## src/rtl/panel_switch_conditioner.sv

```systemverilog
// Front-panel switch conditioner: 2-FF sync + debounce per switch, rising-edge pulses with
// CLEAR > HALT > RUN and STEPI > STEPM priority, optional STEPM auto-repeat, power-on CLEAR.
module panel_switch_conditioner #(
    parameter int DEBOUNCE      = 16,
    parameter int CNT_W         = 16,
    parameter int REPEAT_DELAY  = 0,
    parameter int REPEAT_PERIOD = 1000
) (
    input  logic       CLK,
    input  logic       RESET,
    input  logic       SW_RUN,
    input  logic       SW_HALT,
    input  logic       SW_STEPM,
    input  logic       SW_STEPI,
    input  logic       SW_CLEAR,
    output logic       RUN,
    output logic       HALT,
    output logic       STEPM,
    output logic       STEPI,
    output logic       CLEAR,
    output logic [4:0] SW_LEVEL
);
    localparam int NSW = 5;
    localparam int I_RUN = 0, I_HALT = 1, I_STEPM = 2, I_STEPI = 3, I_CLEAR = 4;

    typedef enum logic [1:0] {ST_IDLE, ST_WAIT, ST_REPEAT} rep_state_t;

    logic [NSW-1:0]            raw;
    logic [NSW-1:0]            sync1_q, sync1_d;
    logic [NSW-1:0]            sync2_q, sync2_d;
    logic [NSW-1:0]            level_q, level_d;
    logic [NSW-1:0][CNT_W-1:0] cnt_q, cnt_d;
    logic [NSW-1:0]            pulse_q, pulse_d;
    logic [NSW-1:0]            rise;
    logic                      por_q, por_d;
    rep_state_t                state_q, state_d;
    logic [CNT_W-1:0]          rcnt_q, rcnt_d;
    logic                      clr, rep_exit, rep_fire;

    assign raw = {SW_CLEAR, SW_STEPI, SW_STEPM, SW_HALT, SW_RUN};

    always_comb begin
        sync1_d = raw;
        sync2_d = sync1_q;
        level_d = level_q;
        cnt_d   = '0;
        for (int i = 0; i < NSW; i++) begin
            if (sync2_q[i] != level_q[i]) begin
                if (cnt_q[i] == CNT_W'(DEBOUNCE - 1)) begin
                    level_d[i] = ~level_q[i];
                end else begin
                    cnt_d[i] = cnt_q[i] + CNT_W'(1);
                end
            end
        end
        rise = level_d & ~level_q;
    end

    // Repeat pulses are gated on the previous STEPM so the output always drops between pulses.
    always_comb begin
        clr      = rise[I_CLEAR] | por_q;
        rep_exit = clr | (level_q[I_STEPM] & ~level_d[I_STEPM]);
        state_d  = state_q;
        rcnt_d   = rcnt_q;
        rep_fire = 1'b0;
        por_d    = 1'b0;

        case (state_q)
            ST_IDLE: begin
                rcnt_d = '0;
            end
            ST_WAIT: begin
                if (rep_exit) begin
                    state_d = ST_IDLE;
                    rcnt_d  = '0;
                end else if (rcnt_q == CNT_W'(REPEAT_DELAY - 1)) begin
                    rep_fire = ~pulse_q[I_STEPM];
                    state_d  = ST_REPEAT;
                    rcnt_d   = '0;
                end else begin
                    rcnt_d = rcnt_q + CNT_W'(1);
                end
            end
            ST_REPEAT: begin
                if (rep_exit) begin
                    state_d = ST_IDLE;
                    rcnt_d  = '0;
                end else if (rcnt_q == CNT_W'(REPEAT_PERIOD - 1)) begin
                    rep_fire = ~pulse_q[I_STEPM];
                    rcnt_d   = '0;
                end else begin
                    rcnt_d = rcnt_q + CNT_W'(1);
                end
            end
            default: begin
                state_d = ST_IDLE;
                rcnt_d  = '0;
            end
        endcase

        pulse_d          = '0;
        pulse_d[I_CLEAR] = clr;
        pulse_d[I_HALT]  = rise[I_HALT] & ~clr;
        pulse_d[I_RUN]   = rise[I_RUN] & ~rise[I_HALT] & ~clr;
        pulse_d[I_STEPI] = rise[I_STEPI] & ~clr;
        pulse_d[I_STEPM] = (rise[I_STEPM] | rep_fire) & ~rise[I_STEPI] & ~clr;

        // Only an initial pulse that survived arbitration arms the repeat timer.
        if (REPEAT_DELAY != 0 && state_q == ST_IDLE && pulse_d[I_STEPM]) begin
            state_d = ST_WAIT;
            rcnt_d  = '0;
        end
    end

    always_ff @(posedge CLK or posedge RESET) begin
        if (RESET) begin
            sync1_q <= '0;
            sync2_q <= '0;
            level_q <= '0;
            cnt_q   <= '0;
            pulse_q <= '0;
            por_q   <= 1'b1;
            state_q <= ST_IDLE;
            rcnt_q  <= '0;
        end else begin
            sync1_q <= sync1_d;
            sync2_q <= sync2_d;
            level_q <= level_d;
            cnt_q   <= cnt_d;
            pulse_q <= pulse_d;
            por_q   <= por_d;
            state_q <= state_d;
            rcnt_q  <= rcnt_d;
        end
    end

    assign RUN      = pulse_q[I_RUN];
    assign HALT     = pulse_q[I_HALT];
    assign STEPM    = pulse_q[I_STEPM];
    assign STEPI    = pulse_q[I_STEPI];
    assign CLEAR    = pulse_q[I_CLEAR];
    assign SW_LEVEL = level_q;

endmodule

```

## config.mk

```make
export PLATFORM = sky130hd
export DESIGN_NAME = panel_switch_conditioner
export DESIGN_NICKNAME = d
export VERILOG_FILES = /design/src/rtl/panel_switch_conditioner.sv
export SDC_FILE = /design/constraint.sdc
export NUM_CORES = 1
export LEC_CHECK = 0
export CAP_MARGIN = 10
export CELL_PAD_IN_SITES_DETAIL_PLACEMENT = 0
export CELL_PAD_IN_SITES_GLOBAL_PLACEMENT = 1
export CORE_MARGIN = 3
export CORE_UTILIZATION = 45
export CTS_BUF_LIST = sky130_fd_sc_hd__clkbuf_4
export DETAILED_ROUTE_END_ITERATION = 6
export GPL_ROUTABILITY_DRIVEN = 0
export PLACE_DENSITY_LB_ADDON = 0.1
export SETUP_SLACK_MARGIN = 0.5
export SLEW_MARGIN = 20
export SYNTH_ARGS = -nofsm -noshare
export SYNTH_HDL_FRONTEND = slang
export SYNTH_SLANG_ARGS = --single-unit
```

## constraint.sdc

```tcl
create_clock -name CLK -period 3.5 [get_ports CLK]
set_input_delay 0.7 -clock CLK [delete_from_list [all_inputs] [get_ports CLK]]
set_output_delay 0.7 -clock CLK [all_outputs]
set_load 0.02 [all_outputs]
```

# [Yosys cells after proc, flatten, opt, wreduce, memory -nomap -nowiden]
# Cells that the tools add are included.
[word_totals] output_inout_bits=10 register_bits=119
[classes] addsub=6 eq_ne=16 muxes=34 bitwise_logic=23 reduce_logical=2
[ops] cell="two-way mux 16 bit" n=14
[ops] cell="adder 16 x 1 -> 16 bit, second input constant" n=6
[ops] cell="equality test 16 x 4 -> 1 bit, second input constant" n=5
[ops] cell="one-hot mux 16 bit (2 select lines)" n=1
[ops] cell="equality test 16 x 10 -> 1 bit, second input constant" n=1
[ops] cell="equality test 16 bit, second input constant" n=1
[ops] cell="two-way mux 1 bit" n=14
[ops] cell="inverter 1 bit" n=11
[ops] cell="bitwise AND 1 bit" n=7
[ops] cell="two-way mux 2 bit" n=3
[ops] cell="one-hot mux 2 bit (3 select lines)" n=1
[ops] cell="bitwise AND 5 bit" n=1
[ops] cell="!= test 1 bit" n=5
[ops] cell="inverter 5 bit" n=1
[ops] cell="!= test 3 bit, second input constant" n=1
[ops] cell="bitwise OR 1 bit" n=3
[ops] cell="AND reduction 3 bit" n=1
[ops] cell="equality test 2 x 1 -> 1 bit, second input constant" n=1
[ops] cell="equality test 2 bit, second input constant" n=1
[ops] cell="logical NOT 2 bit" n=1
[ops] cell="!= test 2 bit, second input constant" n=1
[ops] cell="one-hot mux 1 bit (2 select lines)" n=1

# [Logic depth before layout (Yosys ltp)]
[logic_depth] depth_word=11 depth_mapped=6 ltp_nobuf=5

# [Least setup slack after synthesis]
# No wires, ideal clock.
[synth_path] path_type="register to register" start="register cnt_q[0] (netlist name)" end="register cnt_q[10] (netlist name)" path_buffers=1 path_stages_with_launch=7 t_arrival_ns=1.429 slack_ns=1.939 setup_ns=0.132 path_cell_list="dfrtp_1 > ha_1 > and3_1 > nand4_1 > nand2_1 > clkbuf_1 > nor2_1"
[synth_rtl] item="from (decl)" line="32" rtl="logic [NSW-1:0][CNT_W-1:0] cnt_q, cnt_d;"
[synth_rtl] item="from (signal assigned)" line="129" rtl="cnt_q <= cnt_d;"

# [Final worst setup path]
[layout_path] start="register level_q[3], in the netlist SW_LEVEL[3]" end="output SW_LEVEL[3]"
[layout_rtl] item="from (decl)" line="31" rtl="logic [NSW-1:0] level_q, level_d;"
[layout_rtl] item="from (signal assigned)" line="128" rtl="level_q <= level_d;"
[layout_rtl] item="to (decl)" line="21" rtl="output logic [4:0] SW_LEVEL"
# No word-level cell between the ends.

==> out/summary.txt <==
Pwr/cell area: 386 nW/um^2
Syn Nets: 445
TritonCTS Buffers: 9
Post-synthesis xor/xnor area fraction: 14.3%
Yosys cell types: 28
Pin count of the biggest net entering global routing: 73
Per-cell routed wire length: 13.5 microns
Die area: 11300 sq um
Min Tclk post-route: 2210 ps
Crit Path Class: reg -> out
Starting density of the core: 47.6%
Number of global-route vias before repair: 2886
Status: completed
Final ANT Viol Nets: 0
Resized Gates After CTS: 0
Most frequent cell after synthesis: dfrtp_1
Max Cap Viol: 0
Clk Latency, worst-skew pair: 440 ps
Mapped Area: 4530 sq um
Share of layout cells above drive strength 1: 5.64%
Final core utilization: 52.6%
Synth top cells by count: 100 x dfrtp_1, 82 x nor2_1, 58 x xnor2_1
Ys flop type: dfrtp_1
Simple-gate share of the synthesized area: 24.9%
DR DRC count: 0
Cts hold-fix bufs: 0
Post-CTS setup buffers: 0
RSZ-0062 raised after global routing: no
DRT iter0 DRCs: 156
Slew headroom: 55.5%
Critical path's slowest cell: clkdlybuf4s50_1
Clock skew: 13.3 ps
Yosys synthesis warning count: 0
Layout Nets: 468
Post-Route WL: 7960 microns
Number of flops mapped to enable cells by yosys: 0
Area contributors post-synth: dfrtp_1 55%, xnor2_1 11%, nor2_1 6.8%
Crit path launch type: flip-flop
Setup TNS: 0 ps
Reg2reg setup slack: 1730 ps
CP delay by family, top: buffers and inverters
CP arrival: 1510 ps
Post-synthesis mux area share: 1.24%
CTS root buffer: clkbuf_4
Adder-cell share of the synthesized area: 1.38%
Die Span X: 106 microns
Worst-path clk slew: 150 ps
Mean Syn Cell Area: 10.5 sq um
Yosys top cell area share: 55.3%
Max VDD drop: 0.219 mV
Die Y: 106 microns
Initial antenna violation count: 0
Row cnt: 35
CP endpoint kind: output port
WP data required: 2800 ps
Compound-gate portion of the synthesized area: 0.442%
Yosys top cell by area: dfrtp_1
Async SR Flop Fraction: 100%
Final Max Slew Viols: 0
Global route total overflow: 0
Ports: 17
Vias per cell: 5.21
Leakage power: 2.02 nW
Worst path cell trace: clkdlybuf4s50_1
IO buf count: 16
Area grow syn2layout: 10.5%
Count of final setup violators: 0
Mapped Cells: 433
Clk buf depth: 2
Vias: 3072
Post-synthesis register bit count: 101
H-tree levels: 3
Register area share after synthesis: 55.9%
CP Max Fanout: 4
Post-DP HPWL: 5340 microns
CP peak stage delay: 630 ps
Worst-Margin Slew: 665 ps
Max Fclk: 0.453 GHz
Fin crit share: 63.0%
Final hold vios: 0
Antenna diodes: 0
Min-Delay Path Class: reg -> reg
Largest family of logic cells by synthesized area: simple AND/OR/NAND/NOR gates
Clock sinks: 101
TritonCTS clock tree: done
Crit path buf inv count: 1
GRT Total Usage: 15.1%
Drt pass-1 iters: 4
First-pass GRT wire length: 13700 microns
Core Region: 9500 sq um
==> state kept, by name (all words and copies together), names as in the netlist <==
| signal | cells |
|---|---|
| SW_LEVEL | 5 |
| sync1_q | 5 |
| sync2_q | 5 |
| pulse_q | 5 |
| cnt_q | 80 |
| por_q | 1 |
==> path summary, 6_finish.rpt <==
kind | endpoint | startpoint | depth (start not counted)
worst max register to register | pulse_q[2] | cnt_q[64] | 5
worst min-delay path | sync2_q[3] | sync1_q[3] | 0
min in group asynchronous | SW_LEVEL[0] | RESET | 2
worst max-delay path | SW_LEVEL[3] | SW_LEVEL[3] | 1
worst min register to register | sync2_q[3] | sync1_q[3] | 0
max in group asynchronous | por_q | RESET | 3
==> worst reg2reg max path, cell delays in order, from the launching register on <==
cell      delay (ps)
dfrtp_1          420
ha_1             210
and3_1           240
nand4_1          200
o21bai_1         490
nor4_1           100
==> per-layer routing <==
metal | wire length (microns) | GRT usage [%] | part of all wire, %
met2 | 3620 | 22.9 | 46
met4 | 115 | 5.18 | 1.4
met3 | 245 | 4.13 | 3.1
met1 | 3980 | 21.0 | 50
met5 | 0 | 0 | 0
==> power breakdown <==
| group | switching [W] | internal [W] |
|---|---|---|
| sequential | 0.0000188 | 0.00119 |
| clock | 0.000358 | 0.000292 |
| combinational | 0.0000505 | 0.0000255 |
==> area by class of cell <==
cell class                      instances  area, sq um
Clock buffer                           10         75.1
Clock inverter                          6         77.6
Fill cell                             899         4500
Inverter                               15         60.1
Multi-Input combinational cell        312         1920
Sequential cell                       101         2530
Tap cell                              129          161
Timing Repair Buffer                   17          180
==> cells in the final DEF, fill, tap and decap left out, types with 2 or more instances in the layout <==
| cell | n |
|---|---|
| nand4_2 | 2 |
| clkbuf_4 | 10 |
| clkinv_1 | 2 |
| mux2_2 | 5 |
| nand4_1 | 20 |
| xor2_1 | 16 |
| clkdlybuf4s50_1 | 16 |
| nor3_1 | 20 |
| clkinv_2 | 2 |
| nor4_1 | 36 |
| nor3b_1 | 2 |
| nand2_1 | 17 |
| nor2b_1 | 2 |
| and3_1 | 10 |
| dfrtp_1 | 100 |
| ha_1 | 5 |
| nand2b_1 | 3 |
| bufinv_16 | 2 |
| nor2_1 | 82 |
| xnor2_1 | 58 |
| nand3_1 | 26 |
| inv_1 | 14 |
==> through the flow <==
stage	worst slack [ps]	instances	total power (W)	hold WS, ps	instance area, sq um
2_1_floorplan	1600	433	0.00128	331	4530
3_3_place_gp	1490	574	0.00131	333	4850
3_5_place_dp	1490	574	0.00131	336	4850
4_1_cts	1250	590	0.00197	370	5000
5_1_grt	1190	590	0.00203	376	5000
6_report	1290	590	0.00193	367	5000
==> logic make-up (layout without fill, tap and decap cells) <==
kind of cell             after synthesis  count (layout)
adder cells (fa/ha/maj)                5               5
XOR/XNOR                              74              74
multiplexers                           5               5
other                                  1               1
flip-flops                           101             101
buffers and inverters                 20              48
AO/OA/AOI/OAI                          3               3
AND/OR/NAND/NOR                      224             224
Power figures use the tool's default switching activity.
